--- src/rtl/regfile_write_arbiter.sv ---
// Round-robin arbiter that shares the register file write port between NUM_REQ
// writeback requesters, and sequences a full register-file clear to zero.
module regfile_write_arbiter #(
  parameter int NUM_REQ    = 3,
  parameter int DATA_WIDTH = 64,
  parameter int ADDR_WIDTH = 4
) (
  input  logic                          clk,
  input  logic                          rst_n,
  input  logic [NUM_REQ-1:0]            req_valid,
  output logic [NUM_REQ-1:0]            req_ready,
  input  logic [NUM_REQ*ADDR_WIDTH-1:0] req_addr,
  input  logic [NUM_REQ*DATA_WIDTH-1:0] req_data,
  input  logic                          stall,
  input  logic                          clear_req,
  output logic                          writeEnable,
  output logic [ADDR_WIDTH-1:0]         dst,
  output logic [DATA_WIDTH-1:0]         dstWrite,
  output logic [$clog2(NUM_REQ)-1:0]    grant_id,
  output logic                          clear_busy,
  output logic                          clear_done,
  output logic [15:0]                   conflict_count
);

  localparam int GW = $clog2(NUM_REQ);

  typedef enum logic {
    ST_ARB,
    ST_CLEAR
  } state_t;

  state_t                  state_q, state_d;
  logic [GW-1:0]           rr_ptr_q, rr_ptr_d;
  logic [ADDR_WIDTH-1:0]   clear_addr_q, clear_addr_d;
  logic                    we_q, we_d;
  logic [ADDR_WIDTH-1:0]   dst_q, dst_d;
  logic [DATA_WIDTH-1:0]   wdata_q, wdata_d;
  logic [GW-1:0]           grant_id_q, grant_id_d;
  logic                    clear_busy_q, clear_busy_d;
  logic                    clear_done_q, clear_done_d;
  logic [15:0]             conflict_q, conflict_d;

  logic [ADDR_WIDTH-1:0]   addr_arr [NUM_REQ];
  logic [DATA_WIDTH-1:0]   data_arr [NUM_REQ];
  logic                    grant_valid;
  logic [GW-1:0]           grant_idx;
  logic [GW:0]             probe;
  logic                    multi_valid;

  genvar gi;
  generate
    for (gi = 0; gi < NUM_REQ; gi++) begin : g_unpack
      assign addr_arr[gi] = req_addr[gi*ADDR_WIDTH +: ADDR_WIDTH];
      assign data_arr[gi] = req_data[gi*DATA_WIDTH +: DATA_WIDTH];
    end
  endgenerate

  assign multi_valid = ($countones(req_valid) > 1);

  // Search upward from rr_ptr with wrap-around; the first valid hit wins.
  always_comb begin
    grant_valid = 1'b0;
    grant_idx   = '0;
    probe       = '0;
    for (int k = 0; k < NUM_REQ; k++) begin
      probe = {1'b0, rr_ptr_q} + (GW+1)'(k);
      if (probe >= (GW+1)'(NUM_REQ)) begin
        probe = probe - (GW+1)'(NUM_REQ);
      end
      if (!grant_valid && req_valid[probe[GW-1:0]]) begin
        grant_valid = 1'b1;
        grant_idx   = probe[GW-1:0];
      end
    end
  end

  always_comb begin
    state_d      = state_q;
    rr_ptr_d     = rr_ptr_q;
    clear_addr_d = clear_addr_q;
    we_d         = 1'b0;
    dst_d        = dst_q;
    wdata_d      = wdata_q;
    grant_id_d   = grant_id_q;
    clear_busy_d = clear_busy_q;
    clear_done_d = 1'b0;
    conflict_d   = conflict_q;
    req_ready    = '0;

    case (state_q)
      ST_ARB: begin
        if (multi_valid && (conflict_q != 16'hFFFF)) begin
          conflict_d = conflict_q + 16'd1;
        end
        if (!stall) begin
          if (clear_req) begin
            state_d      = ST_CLEAR;
            clear_addr_d = '0;
            clear_busy_d = 1'b1;
          end else if (grant_valid && rst_n) begin
            req_ready[grant_idx] = 1'b1;
            we_d       = 1'b1;
            dst_d      = addr_arr[grant_idx];
            wdata_d    = data_arr[grant_idx];
            grant_id_d = grant_idx;
            rr_ptr_d   = (grant_idx == GW'(NUM_REQ-1)) ? '0 : grant_idx + 1'b1;
          end
        end
      end
      ST_CLEAR: begin
        we_d         = 1'b1;
        dst_d        = clear_addr_q;
        wdata_d      = '0;
        clear_addr_d = clear_addr_q + 1'b1;
        if (clear_addr_q == '1) begin
          state_d      = ST_ARB;
          clear_busy_d = 1'b0;
          clear_done_d = 1'b1;
        end
      end
      default: state_d = ST_ARB;
    endcase
  end

  always_ff @(posedge clk or negedge rst_n) begin
    if (!rst_n) begin
      state_q      <= ST_ARB;
      rr_ptr_q     <= '0;
      clear_addr_q <= '0;
      we_q         <= 1'b0;
      dst_q        <= '0;
      wdata_q      <= '0;
      grant_id_q   <= '0;
      clear_busy_q <= 1'b0;
      clear_done_q <= 1'b0;
      conflict_q   <= '0;
    end else begin
      state_q      <= state_d;
      rr_ptr_q     <= rr_ptr_d;
      clear_addr_q <= clear_addr_d;
      we_q         <= we_d;
      dst_q        <= dst_d;
      wdata_q      <= wdata_d;
      grant_id_q   <= grant_id_d;
      clear_busy_q <= clear_busy_d;
      clear_done_q <= clear_done_d;
      conflict_q   <= conflict_d;
    end
  end

  assign writeEnable    = we_q;
  assign dst            = dst_q;
  assign dstWrite       = wdata_q;
  assign grant_id       = grant_id_q;
  assign clear_busy     = clear_busy_q;
  assign clear_done     = clear_done_q;
  assign conflict_count = conflict_q;

endmodule
--- config.mk ---
export PLATFORM = sky130hd
export DESIGN_NAME = regfile_write_arbiter
export DESIGN_NICKNAME = d
export VERILOG_FILES = /design/src/rtl/regfile_write_arbiter.sv
export SDC_FILE = /design/constraint.sdc
export NUM_CORES = 1
export LEC_CHECK = 0
export ABC_AREA = 1
export CAP_MARGIN = 30
export CORE_UTILIZATION = 44
export DETAILED_ROUTE_END_ITERATION = 10
export PLACE_DENSITY = 0.95
export RECOVER_POWER = 50
export SLEW_MARGIN = 25
export SYNTH_ARGS = -nofsm -noshare
export SYNTH_HDL_FRONTEND = slang
export SYNTH_SLANG_ARGS = --single-unit
--- constraint.sdc ---
create_clock -name clk -period 5.11 [get_ports clk]
set_input_delay 1.022 -clock clk [delete_from_list [all_inputs] [get_ports clk]]
set_output_delay 1.022 -clock clk [all_outputs]
set_load 0.005 [all_outputs]
; ---- Word level (Yosys, flattened, before mapping)
; Cells that the tools add are included.
[classes]
bitwise_logic = 4
n_addsub = 10
n_lt_le_gt_ge = 10
n_reduce_logical = 12
eq_ne = 8
mux = 53
[op_table]
columns = operator, n
row1 = 2-to-1 mux 64 bit, 5
row2 = binary-select mux 64 bit (select 2 bit), 1
row3 = case mux 64 bit (2 select lines), 1
row4 = 2-to-1 mux 4 bit, 7
row5 = 2-to-1 mux 1 bit, 18
row6 = adder 16 x 1 -> 16 bit (second input constant), 1
row7 = != test 16 bit (second input constant), 1
row8 = case mux 4 bit (2 select lines), 2
row9 = 2-to-1 mux 2 bit, 7
row10 = less-than comparator 2 x 3 -> 1 bit (second input constant), 4
row11 = 2-to-1 mux 3 bit, 4
row12 = binary-select mux 4 bit (select 2 bit), 1
row13 = != test 2 bit (second input constant), 4
row14 = binary-select mux 1 bit (select 2 bit), 3
row15 = >= comparator 3 x 2 -> 1 bit (second input constant), 2
row16 = case mux 1 bit (2 select lines), 3
row17 = AND reduction 3 bit, 2
row18 = subtractor 2 bit (second input constant), 3
row19 = logical AND 1 bit, 5
row20 = adder 4 x 1 -> 4 bit (second input constant), 1
row21 = equality test 4 bit (second input constant), 1
row22 = AND reduction 2 bit, 2
row23 = AND reduction 4 bit, 1
row24 = adder 2 x 1 -> 3 bit, 1
row25 = other kinds (14), 17
[word_totals]
wordCells = 107
ff_bits = 96
inputBits = 211

; ---- Logic depth before layout (Yosys ltp)
; Gate-level depths: netlist of run 1.
[logic_depth]
depth_word = 19
depth_mapped = 16
ltp_nobuf = 15

; ---- Worst setup path after synthesis of run 1
; OpenSTA, ideal clock, no wires.
[synth_path]
kind = input -> output
start = input req_valid[2]
end = output req_ready[1]
required_time_ps = 4088
setup_slack_ps = 2014
cell_stages = 9
path_buffers = 1
arrival_ps = 2074
cell_sequence = inv_1 o21ai_1 nand2_2 nand4_1 nand2_1 inv_2 buf_2 nand2_1 a21oi_1
[synth_between]
elab_chain_cells = 17
word_cells_on_any_way = 26
[synth_lines]
columns = item, line
row1 = "start, declared", 10  ; input logic [NUM_REQ-1:0] req_valid,
row2 = binary-select mux 1 bit (select 2 bit), 70  ; if (!grant_valid && req_valid[probe[GW-1:0]]) begin
row3 = 2-to-1 mux 1 bit (implied by the code), 70
row4 = 2-to-1 mux 1 bit, 70
row5 = zero test 1 bit, 70
row6 = logical AND 1 bit, 70
row7 = 2-to-1 mux 1 bit, 70
row8 = zero test 1 bit, 70
row9 = logical AND 1 bit, 70
row10 = 2-to-1 mux 2 bit, 70
row11 = less-than comparator 2 x 3 -> 1 bit (implied by the code) or >= comparator 2 x 1 -> 1 bit (tied branches), 101  ; req_ready[grant_idx] = 1'b1;
row12 = logical AND 1 bit (implied by the code), 101
row13 = 2-to-1 mux 1 bit (implied by the code), 101
row14 = demux 1 bit (select 2 bit), 101
row15 = 2-to-1 mux 3 bit (*), 100  ; end else if (grant_valid && rst_n) begin
row16 = 2-to-1 mux 3 bit (*), 96  ; if (clear_req) begin
row17 = 2-to-1 mux 3 bit (*), 95  ; if (!stall) begin
row18 = 2-to-1 mux 3 bit (*), 90  ; case (state_q)
row19 = "end, declared", 11  ; output logic [NUM_REQ-1:0] req_ready,
; Every way passes the cells marked *; elsewhere a longest branch is shown, timed or not. The select of a mux whose other input is x is not followed.

; ---- Final worst setup path of run 1
[layout_path]
start = input req_valid[2]
end = output req_ready[2]
; Same word-level chain as after synthesis.

==> flow_metrics.py, run 1 <==
metrics = {
    "synthesis": {
        "synth_cell_types": 30,
        "synthTopCellsByArea": "dfrtp_1 39%, nand3_1 21%, nand2_1 20%, buf_2 2.9%, a21oi_1 2.4%",
        "synth_ff_type": "dfrtp_1",
        "syn_avg_cell_area_sq_um": 6.87,
        "netlist_instances": 888,
        "syn_area_sq_um": 6100,
        "synthTopCellsByCount": "322 x nand2_1, 261 x nand3_1, 96 x dfrtp_1, 35 x buf_2, 31 x inv_1",
        "synth_edf_count": 0,
        "synth_top_area_share_pct": 39.4,
        "ys_seq_elements": 96,
        "synth_largest_area_cell": "dfrtp_1",
        "ys_seq_area_share_pct": 39.4,
        "yosysWarnings": 0,
        "async_flop_share_pct": 100,
        "yosysMostFrequentCell": "nand2_1",
        "syn_nets": 1106,
    },
    "finish": {
        "syn_to_final_growth_pct": 54.5,
        "final.fill_count": 1057,
        "num-nets-final": 1365,
        "drive_gt1_share_pct": 3.82,
        "design_area_sq_um": 9430,
    },
    "job": {
        "maxCapViolCount": 0,
    },
    "floorplan": {
        "core.rowCount": 42,
        "fp.dieW_um": 120,
        "io_pins": 303,
        "initial_utilization_pct": 45.6,
        "coreArea_sq_um": 13400,
        "die-area_sq_um": 14300,
        "die_h_um": 120,
    },
    "placed_design": {
        "port_buffers": 302,
        "globalplace.congestion": 0.912,
        "dpl.hpwl_mm": 16.1,
        "pre_cts_slack_ns": 0.848,
        "place_area_sq_um": 9100,
    },
    "route": {
        "wl_mm": 23.2,
        "vias": 7415,
        "drc": 0,
        "ant_nets": 0,
        "vias_per_cell": 5.58,
        "firstDrtPassIters": 8,
        "wl_per_cell_um": 17.4,
        "drtIter0Drc": 850,
    },
    "setup_path": {
        "ff2ff_path_depth": 15,
        "timing.reg2reg.setup_slack_ns": 1.79,
        "startpoint": "req_valid[2]",
        "crit_path_max_fanout": 28,
        "cp.required_ns": 4.09,
        "rr_startpoint": "rr_ptr_q[0]",
        "critPathKind": "in2out",
        "crit_arrival_ns": 3.25,
        "cp-start-kind": "input pin",
        "cp-end-kind": "output port",
        "timing.rr.end": "dst[2]",
    },
    "pwr": {
        "power.leakage_nw": 4.69,
        "p_sw_share_pct": 49.1,
        "seqPwrFrac_pct": 22.3,
        "pwr-share-comb_pct": 60.7,
        "power_density_nw_per_um2": 462,
        "power.switching_w": 0.00214,
        "clockPowerShare_pct": 17.0,
        "intPower_w": 0.00222,
        "ir_drop_mv": 0.515,
    },
    "cts": {
        "cts.sinks": 96,
        "postCtsResizedCells": 0,
        "clock_latency_ns": 0.34,
        "postCtsSetupBuffers": 0,
        "clk_pin_slew_ns": 0.07,
        "cts.htree.levels": 3,
        "cts_buffer_depth": 2,
        "cts_made_buffers": 9,
        "cts_root_buf": "clkbuf_16",
        "cts_tree": "yes",
        "postCtsHoldBufs": 0,
    },
    "worst_hold_path": {
        "worstHoldStart": "dstWrite[16]",
        "hold_path_depth": 2,
        "hold_class": "reg2reg",
        "min_to": "dstWrite[16]",
    },
    "sta": {
        "layout_setup_ws_ns": 0.833,
        "rsz0062_at_grt": "no",
        "slew-limit-headroom_pct": 41.5,
        "fin_crit_ns": 4.28,
        "setup_viol": 0,
        "holdWs_ns": 0.473,
        "max_clock_freq_ghz": 0.234,
        "tns_ns": 0,
        "finalMaxSlewViolations": 0,
        "period_share_pct": 83.7,
        "worstMarginPinSlew_ns": 0.875,
        "finalHoldViolCount": 0,
        "skew_ns": 0.00670,
    },
    "global_routing": {
        "overflow": 0,
        "grt_start_max_net_pins": 70,
        "grt_pass1_wl_mm": 36.0,
        "antenna_found_initial": 2,
        "gr-usage-all-layers_pct": 32.3,
        "grt_pass1_vias": 7144,
    },
    "outcome": {
        "outcome": "finished clean",
    },
}
-- state kept, by name, indices dropped and copies added (netlist names) --
register / count
clear_busy: 1
rr_ptr_q: 2
clear_addr_q: 4
grant_id: 2
conflict_count: 16
dst: 4
dstWrite: 64
writeEnable: 1
state_q: 1
clear_done: 1
-- cell families (layout without fill, tap and decap cells) --
logic type	after synthesis	in the layout	synth area share (%)
XOR/XNOR	14	14	2.01
adder cells (fa/ha/maj)	7	7	1.43
AND/OR/NAND/NOR	624	624	45.2
buffers and inverters	101	365	8.03
other	0	2	0
flip-flops	96	96	39.4
AO/OA/AOI/OAI	46	46	4.02
-- per-layer routing --
metal	vias to the layer above	GRT usage, %	wire length, um
met5	-	0	0
met4	0	20.4	1250
met3	91	6.80	2450
met2	491	52.0	10800
met1	3386	39.2	8690
li1	3447	-	-
-- worst max-delay path, cell delays in order --
cell             delay (ns)
clkdlybuf4s50_1        0.53
inv_1                  0.07
o21ai_1                0.19
nand2_2                0.15
nand3_1                0.12
nand2_1                0.12
inv_2                  0.12
nand2_4                0.22
nor2_1                 0.19
clkdlybuf4s50_1        0.52
-- how the worst max path moves through the flow --
| stage | to | slack, ns | cells past startpoint |
|---|---|---|---|
| floorplan | req_ready[1] | 2.01 | 9 |
| global placement | req_ready[2] | 0.92 | 10 |
| detailed placement | req_ready[2] | 0.85 | 10 |
| CTS | req_ready[2] | 0.84 | 10 |
| global route | req_ready[2] | 0.71 | 10 |
| finish | req_ready[2] | 0.83 | 10 |
-- per-stage QoR --
step,total power (W),utilization (%),std cells
4_1_cts,0.00436,70.4,1328
5_1_grt,0.00468,70.4,1330
2_1_floorplan,0.00281,-,888
3_5_place_dp,0.00362,67.9,1312
3_3_place_gp,0.00353,67.9,1312
6_report,0.00436,70.4,1330
-- cell usage in the layout, fill, tap and decap left out, types with 2 or more instances in the layout --
cell and instances:
inv_6 2, a21oi_1 29, o21ai_0 8, xor2_1 9, clkinv_4 2, diode_2 2, inv_2 6, nand3_1 261
xnor2_1 5, nand2_1 321, buf_4 10, clkdlybuf4s50_1 261, nand2_2 4, dfrtp_1 96, nor2_1 18, clkbuf_16 9
ha_1 7, o22ai_1 3, bufinv_16 2, nand4_1 5, nor2_4 3, dlygate4sd3_1 40, nand4_4 2, o21a_1 3
nor3_1 7, inv_1 31
-- final cells by class --
type	instances	area [sq um]	share of cell area, %
Antenna cell	2	5.00	0.0531
Clock buffer	9	225	2.39
Clock inverter	7	103	1.09
Inverter	37	139	1.47
Multi-Input combinational cell	691	3230	34.2
Sequential cell	96	2400	25.5
Tap cell	176	220	2.33
Timing Repair Buffer	312	3110	32.9
-- power by group through the flow --
stage | logic [W] | clock network [W] | registers, W
2_1_floorplan | 0.00186 | 0 | 0.000959
3_3_place_gp | 0.00255 | 0 | 0.000975
3_5_place_dp | 0.00264 | 0 | 0.000981
4_1_cts | 0.00264 | 0.000750 | 0.000968
5_1_grt | 0.00291 | 0.000788 | 0.000984
6_report | 0.00264 | 0.000742 | 0.000970
(Power assumes the default switching activity.)
==> inputs of run 2 (changes only) <==
CORE_UTILIZATION = 37   (was 44)
PLACE_DENSITY = 0.89   (was 0.95)
clock period = 3.7 ns   (was 5.11 ns; I/O delays follow)
==> flow_metrics.py, run 2 (synthesis results as in run 1) <==
metrics = {
    "route": {
        "vias_per_cell": 5.28,
        "wl_per_cell_um": 17.0,
        "vias": 7272,
        "firstDrtPassIters": 6,
        "drc": 0,
        "wl_mm": 23.4,
        "drtIter0Drc": 550,
        "ant_nets": 0,
    },
    "placed_design": {
        "dp.cells": 1357,
        "dpl.hpwl_mm": 16.2,
        "port_buffers": 302,
        "globalplace.congestion": 0.923,
    },
    "job": {
        "maxCapViolCount": 1,
    },
    "global_routing": {
        "gr-usage-all-layers_pct": 27.2,
        "grt_pass1_vias": 6858,
        "grt_pass1_wl_mm": 35.3,
        "overflow": 0,
        "grt_start_max_net_pins": 70,
        "antenna_found_initial": 0,
    },
    "finish": {
        "antennaDiodeCount": 0,
        "final_cell_mix": "321 x nand2_1, 261 x nand3_1, 261 x clkdlybuf4s50_1",
        "final_cells": 1376,
        "syn_to_final_growth_pct": 57.0,
        "drive_gt1_share_pct": 4.31,
        "largest_reg_flops": 64,
        "num-nets-final": 1373,
        "mostFrequentLayoutCell": "nand2_1",
    },
    "floorplan": {
        "core.rowCount": 46,
        "coreArea_sq_um": 16000,
        "initial_utilization_pct": 38.2,
        "die_h_um": 130,
        "die-area_sq_um": 17000,
        "io_pins": 303,
        "fp.dieW_um": 130,
    },
    "sta": {
        "skew_ns": 0.00933,
        "period_share_pct": 92.9,
        "tns_ns": 0,
        "worstMarginPinSlew_ns": 1.71,
        "rsz0062_at_grt": "no",
        "finalMaxSlewViolations": 34,
        "slew-limit-headroom_pct": -14.3,
        "finalHoldViolCount": 0,
        "setup_viol": 0,
        "max_clock_freq_ghz": 0.291,
        "fin_crit_ns": 3.44,
    },
    "pwr": {
        "seqPwrFrac_pct": 21.6,
        "intPower_w": 0.00320,
        "p_sw_share_pct": 48.1,
        "pwr-share-comb_pct": 60.6,
        "power.switching_w": 0.00297,
        "power_density_nw_per_um2": 644,
        "power.leakage_nw": 4.74,
        "clockPowerShare_pct": 17.8,
        "ir_drop_mv": 0.828,
    },
    "cts": {
        "clk_pin_slew_ns": 0.07,
        "cts.sinks": 96,
        "cts_tree": "yes",
        "cts_buffer_depth": 2,
        "clock_latency_ns": 0.34,
        "postCtsHoldBufs": 0,
        "cts_root_buf": "clkbuf_16",
        "cts.htree.levels": 3,
        "cts_made_buffers": 9,
    },
    "setup_path": {
        "crit_slowest_cell": "clkdlybuf4s50_1",
        "critPathKind": "in2out",
        "cp-end-kind": "output port",
        "rr_startpoint": "rr_ptr_q[1]",
        "cp.required_ns": 2.96,
        "crit_path_max_fanout": 4,
        "cp-start-kind": "input pin",
        "crit_path_max_incr_delay_ns": 0.54,
        "path_cells": "clkdlybuf4s50_1, inv_1, o21ai_1, nand2_2, nand3_1, nand2_1, nor2_4, nand2_1, a21oi_1, clkdlybuf4s50_1",
        "crit_arrival_ns": 2.70,
        "startpoint": "req_valid[2]",
    },
    "worst_hold_path": {
        "worstHoldStart": "dstWrite[21]",
        "hold_class": "reg2reg",
    },
    "outcome": {
        "outcome": "finished, violations left",
        "violations": "max-capacitance violations, max-slew violations",
    },
}
==> run 2: repair_timing <==
item	in CTS	in global routing
gates resized for setup	0	1
setup endpoints to repair	0	1
buffers inserted	0	2
==> run 2: area by class of cell <==
cell class                 count  area [sq um]
clock buffer                   9           225
clock inverter                 7           125
fill                        1464          6420
inverter                      37           139
multi-input combinational    691          3230
sequential                    96          2400
tap                          216           270
timing repair buffer         320          3190
==> run 2: stage by stage <==
step | util, % | area, sq um | power, W | hold slack, ns | worst slack [ns]
detailed placement | 57.5 | 9200 | 0.00504 | 0.464 | 0.194
finish | 59.9 | 9580 | 0.00617 | 0.474 | 0.264
global placement | 57.5 | 9200 | 0.00496 | 0.462 | 0.243
floorplan | - | 6100 | 0.00389 | 0.444 | 1.17
CTS | 59.7 | 9550 | 0.00616 | 0.454 | 0.194
global route | 59.9 | 9580 | 0.00662 | 0.499 | 0.0769
==> run 2: path summary, 6_finish.rpt <==
kind,end,slack [ns],cells after the start
max,req_ready[1],0.26,10
min,dstWrite[21],0.47,2
max reg2reg,dstWrite[56],0.77,15
min reg2reg,dstWrite[21],0.47,2
max in group asynchronous,dstWrite[51],0.86,4
min in group asynchronous,conflict_count[11],1.04,2
==> run 2: metal layers <==
| layer | vias to the layer above | track usage [%] | wire length (um) |
|---|---|---|---|
| li1 | 3456 | - | - |
| met1 | 3409 | 32.2 | 9180 |
| met2 | 378 | 48.3 | 11600 |
| met3 | 29 | 7.00 | 2280 |
| met4 | 0 | 8.32 | 334 |
| met5 | - | 0 | 0 |
==> run 2: worst max-delay path, delay by kind of cell <==
| family | cells | cell delay [ns] |
|---|---|---|
| compound gates | 2 | 0.32 |
| buf+inv | 3 | 1.13 |
| simple gates | 5 | 0.51 |
==> run 2: power groups by stage <==
stage                     registers [W]  clock network [W]  logic, W
after CTS                       0.00133            0.00112   0.00370
after global routing            0.00135            0.00117   0.00410
final                           0.00133            0.00110   0.00374
after floorplan                 0.00132                  0   0.00256
after global placement          0.00134                  0   0.00362
after detailed placement        0.00135                  0   0.00369
